<file path="src/rtl/ram_arb_pkg.sv">
`default_nettype none
// ============================================================================
// Module      : ram_arb_pkg
// Description : Shared types and constants for the two-port RAM arbiter.
// Revision    : 1.0 - initial release
// ============================================================================
package ram_arb_pkg;

    // Bytes per RAM word; the low address bits below this are byte offsets.
    localparam int WORD_BYTES  = 4;
    localparam int c_BYTE_BITS = $clog2(WORD_BYTES);

    // Owner encoding carried in the response slot.
    localparam logic c_OWNER_I = 1'b0;
    localparam logic c_OWNER_D = 1'b1;

    typedef enum logic [1:0] {
        GNT_NONE = 2'd0,
        GNT_I    = 2'd1,
        GNT_D    = 2'd2
    } grant_t;

    // One in-flight response: does it exist, who gets it, was it out of window.
    typedef struct packed {
        logic valid;
        logic owner;
        logic err;
    } rsp_slot_t;

endpackage
`default_nettype wire

</file>
<file path="src/rtl/rr_arb2.sv">
`default_nettype none
// ============================================================================
// Module      : rr_arb2
// Description : Two-input grant generator. Round-robin on a tie when RR_EN=1,
//               otherwise fixed priority with the dbus winning ties.
// Revision    : 1.0 - initial release
// ============================================================================
module rr_arb2
    import ram_arb_pkg::*;
#(
    parameter bit RR_EN = 1'b1
) (
    input  logic   CLK,
    input  logic   RST,
    input  logic   i_valid_i,
    input  logic   i_valid_d,
    output grant_t o_grant
);

    // 1 = dbus was granted most recently. Resets to 1 so ibus wins the first tie.
    logic r_last_d;

    // Grant is purely combinational from the requests and the history bit.
    always_comb begin
        o_grant = GNT_NONE;
        if (i_valid_i && i_valid_d) begin
            if (RR_EN && r_last_d) begin
                o_grant = GNT_I;
            end else begin
                o_grant = GNT_D;
            end
        end else if (i_valid_i) begin
            o_grant = GNT_I;
        end else if (i_valid_d) begin
            o_grant = GNT_D;
        end
    end

    // Every grant is an accept (READY == grant), so record the winner each time.
    always_ff @(posedge CLK or posedge RST) begin
        if (RST) begin
            r_last_d <= 1'b1;
        end else if (o_grant != GNT_NONE) begin
            r_last_d <= (o_grant == GNT_D);
        end
    end

endmodule
`default_nettype wire

</file>
<file path="src/rtl/ram_arbiter_2p.sv">
`default_nettype none
// ============================================================================
// Module      : ram_arbiter_2p
// Description : Arbitrates the CPU ibus (read-only) and dbus (read/write) onto
//               a single-port byte-masked RAM with a one-cycle registered
//               read, and routes each read result back to its owner.
// Revision    : 1.0 - initial release
// ============================================================================
module ram_arbiter_2p
    import ram_arb_pkg::*;
#(
    parameter int          ADR_W     = 12,
    parameter logic [31:0] BASE_ADDR = 32'h0000_0000,
    parameter bit          RR_EN     = 1'b1
) (
    input  logic             CLK,
    input  logic             RST,

    input  logic             I_REQ_VALID,
    output logic             I_REQ_READY,
    input  logic [31:0]      I_REQ_ADDR,
    output logic             I_RSP_VALID,
    output logic [31:0]      I_RSP_DATA,
    output logic             I_RSP_ERR,

    input  logic             D_REQ_VALID,
    output logic             D_REQ_READY,
    input  logic             D_REQ_WE,
    input  logic [31:0]      D_REQ_ADDR,
    input  logic [31:0]      D_REQ_WDATA,
    input  logic [3:0]       D_REQ_MASK,
    output logic             D_RSP_VALID,
    output logic [31:0]      D_RSP_DATA,
    output logic             D_RSP_ERR,

    output logic [ADR_W-1:0] RAM_ADR,
    output logic [31:0]      RAM_D,
    output logic [3:0]       RAM_WEM,
    output logic             RAM_WE,
    output logic             RAM_ME,
    output logic             RAM_OE,
    input  logic [31:0]      RAM_Q
);

    localparam int c_WIN_LSB = ADR_W + c_BYTE_BITS;

    grant_t    w_grant;
    logic      w_arb_vi;
    logic      w_arb_vd;
    logic      w_accept;
    logic      w_sel_d;
    logic      w_is_write;
    logic      w_in_win;
    logic      w_ram_go;
    logic      w_unused;
    logic [31:0] w_addr;
    rsp_slot_t w_slot_nxt;
    rsp_slot_t r_slot;
    logic      w_rsp_i;
    logic      w_rsp_d;

    // Nothing is granted while reset is held, so no RAM write can slip through.
    assign w_arb_vi = I_REQ_VALID & ~RST;
    assign w_arb_vd = D_REQ_VALID & ~RST;

    rr_arb2 #(
        .RR_EN (RR_EN)
    ) u_arb (
        .CLK       (CLK),
        .RST       (RST),
        .i_valid_i (w_arb_vi),
        .i_valid_d (w_arb_vd),
        .o_grant   (w_grant)
    );

    assign I_REQ_READY = (w_grant == GNT_I);
    assign D_REQ_READY = (w_grant == GNT_D);

    // Request decode for whichever side won this cycle.
    always_comb begin
        w_accept   = (w_grant != GNT_NONE);
        w_sel_d    = (w_grant == GNT_D);
        w_addr     = w_sel_d ? D_REQ_ADDR : I_REQ_ADDR;
        w_is_write = w_sel_d & D_REQ_WE;
        w_in_win   = (w_addr[31:c_WIN_LSB] == BASE_ADDR[31:c_WIN_LSB]);
        w_ram_go   = w_accept & w_in_win;
    end

    // Byte offset within the word is irrelevant to a word-wide RAM.
    assign w_unused = &{1'b0, w_addr[c_BYTE_BITS-1:0]};

    // RAM pin drive; enables are forced low on idle and out-of-window cycles.
    always_comb begin
        RAM_ADR = w_addr[c_WIN_LSB-1:c_BYTE_BITS];
        RAM_D   = D_REQ_WDATA;
        RAM_ME  = w_ram_go;
        RAM_WE  = w_ram_go & w_is_write;
        RAM_WEM = (w_ram_go & w_is_write) ? D_REQ_MASK : 4'b0000;
        RAM_OE  = 1'b1;
    end

    // A response is owed for every read and for every rejected (error) access;
    // in-window writes complete silently.
    always_comb begin
        w_slot_nxt.valid = w_accept & ~(w_is_write & w_in_win);
        w_slot_nxt.owner = w_sel_d ? c_OWNER_D : c_OWNER_I;
        w_slot_nxt.err   = ~w_in_win;
    end

    // Single response stage aligned with the RAM's registered read output.
    always_ff @(posedge CLK or posedge RST) begin
        if (RST) begin
            r_slot <= '0;
        end else begin
            r_slot <= w_slot_nxt;
        end
    end

    // Steer the slot (and RAM_Q) to its owner; error responses return zero data.
    always_comb begin
        w_rsp_i     = r_slot.valid & (r_slot.owner == c_OWNER_I);
        w_rsp_d     = r_slot.valid & (r_slot.owner == c_OWNER_D);
        I_RSP_VALID = w_rsp_i;
        I_RSP_ERR   = w_rsp_i & r_slot.err;
        I_RSP_DATA  = (w_rsp_i & ~r_slot.err) ? RAM_Q : 32'h0;
        D_RSP_VALID = w_rsp_d;
        D_RSP_ERR   = w_rsp_d & r_slot.err;
        D_RSP_DATA  = (w_rsp_d & ~r_slot.err) ? RAM_Q : 32'h0;
    end

endmodule
`default_nettype wire

</file>
<file path="config.mk">
export PLATFORM = sky130hd
export DESIGN_NAME = ram_arbiter_2p
export DESIGN_NICKNAME = d
export VERILOG_FILES = /design/src/rtl/ram_arb_pkg.sv /design/src/rtl/rr_arb2.sv /design/src/rtl/ram_arbiter_2p.sv
export SDC_FILE = /design/constraint.sdc
export NUM_CORES = 1
export LEC_CHECK = 0
export BUFFER_PORTS_ARGS = -buffer_cell sky130_fd_sc_hd__clkbuf_2
export CORE_AREA = 4 4 98 100
export CTS_CLUSTER_SIZE = 14
export DETAILED_ROUTE_END_ITERATION = 8
export DIE_AREA = 0 0 102 104
export PLACE_DENSITY = 0.59
export SYNTH_ARGS = -nofsm -noshare
export SYNTH_HDL_FRONTEND = slang
export SYNTH_SLANG_ARGS = --single-unit
</file>
<file path="constraint.sdc">
create_clock -name CLK -period 4.73 [get_ports CLK]
set_input_delay 0.473 -clock CLK [delete_from_list [all_inputs] [get_ports CLK]]
set_output_delay 0.473 -clock CLK [all_outputs]
set_load 0.03 [all_outputs]
</file>
Word level (Yosys, flattened, before mapping)
Index checks and enable logic that the tools add are counted.
Word-level totals
  bits in registers: 4
  output and inout bits: 121
Operators by class
  equality and inequality tests: 2
  multiplexer cells: 9
  bitwise gates (word level): 18
  reduce and logical (&&, ||, !) cells: 3
Operator list (number)
  32-bit 2-to-1 mux: 3
  18-bit logical NOT: 1
  1-bit AND: 13
  2-bit 2-to-1 mux: 4
  1-bit inverter: 5
  4-bit 2-to-1 mux: 1
  2-bit by 1-bit == test with 1-bit output (second input constant): 1
  2-bit == test (second input constant): 1
  2-bit nonzero test: 1
  1-bit logical AND: 1
  1-bit 2-to-1 mux: 1

Depth between registers and ports, before layout
  depth after elaboration: 11
  mapped depth: 5

Hierarchy
A second synthesis with hierarchy kept.
Second synthesis, totals
  cell total of the unflattened synthesis: 162
  area, all modules: 1151.1 µm²
Modules (own cells, without submodules)
  ram_arbiter_2p: times used 1, cells each 155, area an instance 1093.5 µm²
  rr_arb2: times used 1, cells each 7, area an instance 57.6 µm²

Worst setup path after synthesis
OpenSTA, ideal clock, no wires.
  kind: input -> output
  from: in D_REQ_ADDR[28]
  to: out RAM_WEM[0]
  arrival time: 2.159 ns
  data required time: 4.257 ns
  path slack: 2.098 ns
  cell stages on the path: 4
  buffers on the path: 0
  cell sequence: or4_1 -> a211o_1 -> nor4_4 -> and2_1
Between the ends
  cells in the longest elaborated chain, start to end: 5
RTL lines
  start: declaration: RTL line ram_arbiter_2p.sv:29  | input logic [31:0] D_REQ_ADDR,
  32-bit 2-to-1 mux: RTL line ram_arbiter_2p.sv:83  | w_addr = w_sel_d ? D_REQ_ADDR : I_REQ_ADDR;
  18-bit logical NOT: RTL line ram_arbiter_2p.sv:85  | w_in_win = (w_addr[31:c_WIN_LSB] == BASE_ADDR[31:c_WIN_LSB]);
  1-bit AND: RTL line ram_arbiter_2p.sv:86  | w_ram_go = w_accept & w_in_win;
  1-bit AND
  via RAM_WE: RTL line ram_arbiter_2p.sv:39  | output logic RAM_WE,
  4-bit 2-to-1 mux: RTL line ram_arbiter_2p.sv:98  | RAM_WEM = (w_ram_go & w_is_write) ? D_REQ_MASK : 4'b0000;
  end: declaration: RTL line ram_arbiter_2p.sv:38  | output logic [3:0] RAM_WEM,
The timed path passes the listed nets, and every way through them passes these cells.

Final worst setup path
  from: in D_REQ_ADDR[28]
  to: out RAM_WEM[1]
Between the ends
  cells in the longest elaborated chain, start to end: 5
RTL lines (RTL line)
  32-bit 2-to-1 mux: ram_arbiter_2p.sv:83
  18-bit logical NOT: ram_arbiter_2p.sv:85
  1-bit AND: ram_arbiter_2p.sv:86
  1-bit AND: ram_arbiter_2p.sv:98
  4-bit 2-to-1 mux: ram_arbiter_2p.sv:98
No other way between the ends.

==> reports/metrics.yaml <==
syn-cell-area_mm2: 0.00116
drc: 0
regArea_um2: 101
path_delay_family: "simple AND/OR/NAND/NOR gates"
run_status: "finished clean"
multiInputGateArea_um2: 769
end_kind: "output port"
cts_resized: 0
placedInstanceArea_mm2: 0.00198
antenna_found_initial: 0
path_common_cell: "clkbuf_2"
fin_area_mm2: 0.00203
cts_hold_buf: 0
p_leak_nw: 1.23
critPathLaunchType: "primary input"
antenna_cells: 0
drtIter0Drc: 36
cts_buffers: 3
synth.distinct_cells: 22
avgSynthCellArea_um2: 7.14
fill_cells: 967
clkLatencyLatePin_ps: 210
grt_pass1_vias: 1572
syn_inst: 162
finalSetupViolCount: 0
die_x_um: 102
fin_crit_ps: 2540
grtUsageTotal: 0.0763
ios: 258
preCtsSetupSlack_ps: 2180
cts_num_sinks: 4
ys_seq_area_frac: 0.0876
final_antenna_net_count: 0
critPathKind: "in -> out"
timing.final.ws_setup_ps: 2190
firstDrtPassIters: 4
clk_pin_slew_ps: 40
fin_nets: 455
core_area_mm2: 0.00868
powerDensity_mw_per_mm2: 110
clock.fmax_mhz: 394
max_cap_viol_count: 0
vias_per_cell: 3.86
worstPathRequired_ps: 4260
routed_wirelength_um: 4610
clk_path_buf_depth: 2
wl_per_cell_um: 10.9
finalCritPeriodShare: 0.537
htreeDepth: 1
cts_root_buf: "clkbuf_8"
yosys_warnings: 0
cts_setup_buffers: 0
drive_gt1_frac: 0.656
peakVddDrop_mv: 0.0775
finalHoldViolCount: 0
crit_arrival_ps: 2070
dpl.hpwl_um: 4310
dieHeight_um: 104
cts_tree: "built"
grt_max_degree: 33
grt_pass1_wl_um: 6840
power_uw: 223
grt_overflow: 0
area_delta_synth_final_pct: 75.0
fin_setup_tns_ps: 0
slew_violations: 0
path_buf_inv: 2
syn_nets: 299
cpPeakStageDelay_ps: 520
dr_total_vias: 1641
crit_slowest_cell: "or4_1"
die_area_mm2: 0.0106
start_util: 0.133
fin_worst_skew_ps: 6.64
path_cells: "clkbuf_2 -> or4_1 -> a211o_1 -> nor4_4 -> and2_1 -> clkbuf_2"
rows: 34
whs_ps: 147
ys_seq_elements: 4
min_path_type: "in -> async"
cp_max_fo: 6
rsz0062_at_grt: "no"
io_buffers: 188
place.gp.congestion: 0.718
-- area by class of cell --
| type | instances | area share |
|---|---|---|
| inverters | 3 | 0.00556 |
| repair buffers | 191 | 0.476 |
| well taps | 108 | 0.0667 |
| flip-flops and latches | 4 | 0.0500 |
| clock buffers | 4 | 0.0222 |
| multi-input cells | 115 | 0.380 |
-- cells by family after synthesis --
group,share of synthesized area
AO/OA/AOI/OAI,0.0281
buffers and inverters,0.248
flip-flops,0.0876
multiplexers,0.117
other,0.00324
AND/OR/NAND/NOR,0.517
-- state kept, by name (all words and copies together), names as in the netlist --
name / cells
r_slot: 3
u_arb.r_last_d: 1
-- cell usage after synthesis, drive strengths merged --
library cell | n | area share
a211o | 1 | 0.0076
nor2 | 5 | 0.016
nand2 | 5 | 0.016
clkbuf | 6 | 0.019
dfrtp | 3 | 0.065
mux2 | 12 | 0.12
nor4 | 8 | 0.056
or4 | 2 | 0.013
a21oi | 2 | 0.0086
o21ai | 1 | 0.0043
nand2b | 2 | 0.011
inv | 3 | 0.0097
dfstp | 1 | 0.023
nor2b | 3 | 0.016
and3 | 1 | 0.0054
conb | 1 | 0.0032
o22a | 1 | 0.0076
buf | 34 | 0.22
and2 | 70 | 0.38
nor3 | 1 | 0.0043
-- final timing paths --
path                                start             end  slack [ps]  depth (start not counted)
setup / recovery           D_REQ_ADDR[28]      RAM_WEM[1]        2190                          6
hold / removal                        RST       r_slot[1]         150                          2
setup reg to reg           u_arb.r_last_d       r_slot[0]        3450                          3
hold reg to reg            u_arb.r_last_d  u_arb.r_last_d         510                          2
max in group asynchronous             RST  u_arb.r_last_d        4350                          2
min in group CLK           u_arb.r_last_d  u_arb.r_last_d         510                          2
-- layer usage --
metal,routed length [µm],vias to the layer above,GRT usage
li1,-,798,-
met1,1550,690,0.0757
met2,2170,151,0.142
met3,868,2,0.0389
met4,22,0,0.0112
met5,0,-,0
-- placed cells by master (no fill, tap or decap) --
cell	count
buf_4	3
o21ai_0	1
and3_1	1
a21oi_1	2
nor2b_1	3
or4_1	2
dfstp_2	1
clkbuf_2	188
nor4_1	7
o22a_1	1
dfrtp_1	3
nor3_1	1
nand2_1	5
inv_1	3
conb_1	1
clkbuf_8	3
and2_1	70
nor2_1	5
nand2b_1	2
mux2_2	12
nor4_4	1
clkbuf_1	1
a211o_1	1
-- metrics by stage --
stage,instances,utilization
finish,425,0.233
global route,425,0.233
CTS,425,0.233
detailed placement,421,0.228
global placement,421,0.228
floorplan,162,-
-- worst reg2reg max path: stages, from the launching register on --
cell,delay [ps]
dfstp_2,550
a21oi_1,80
nor4_1,430
nor2_1,90
-- report_power, final --
part | internal (mW) | switching, mW | total (mW)
logic | 0.0514 | 0.0552 | 0.107
registers | 0.0390 | 0.00298 | 0.0420
clock network | 0.0575 | 0.0168 | 0.0743
Power figures use the tool's default switching activity.
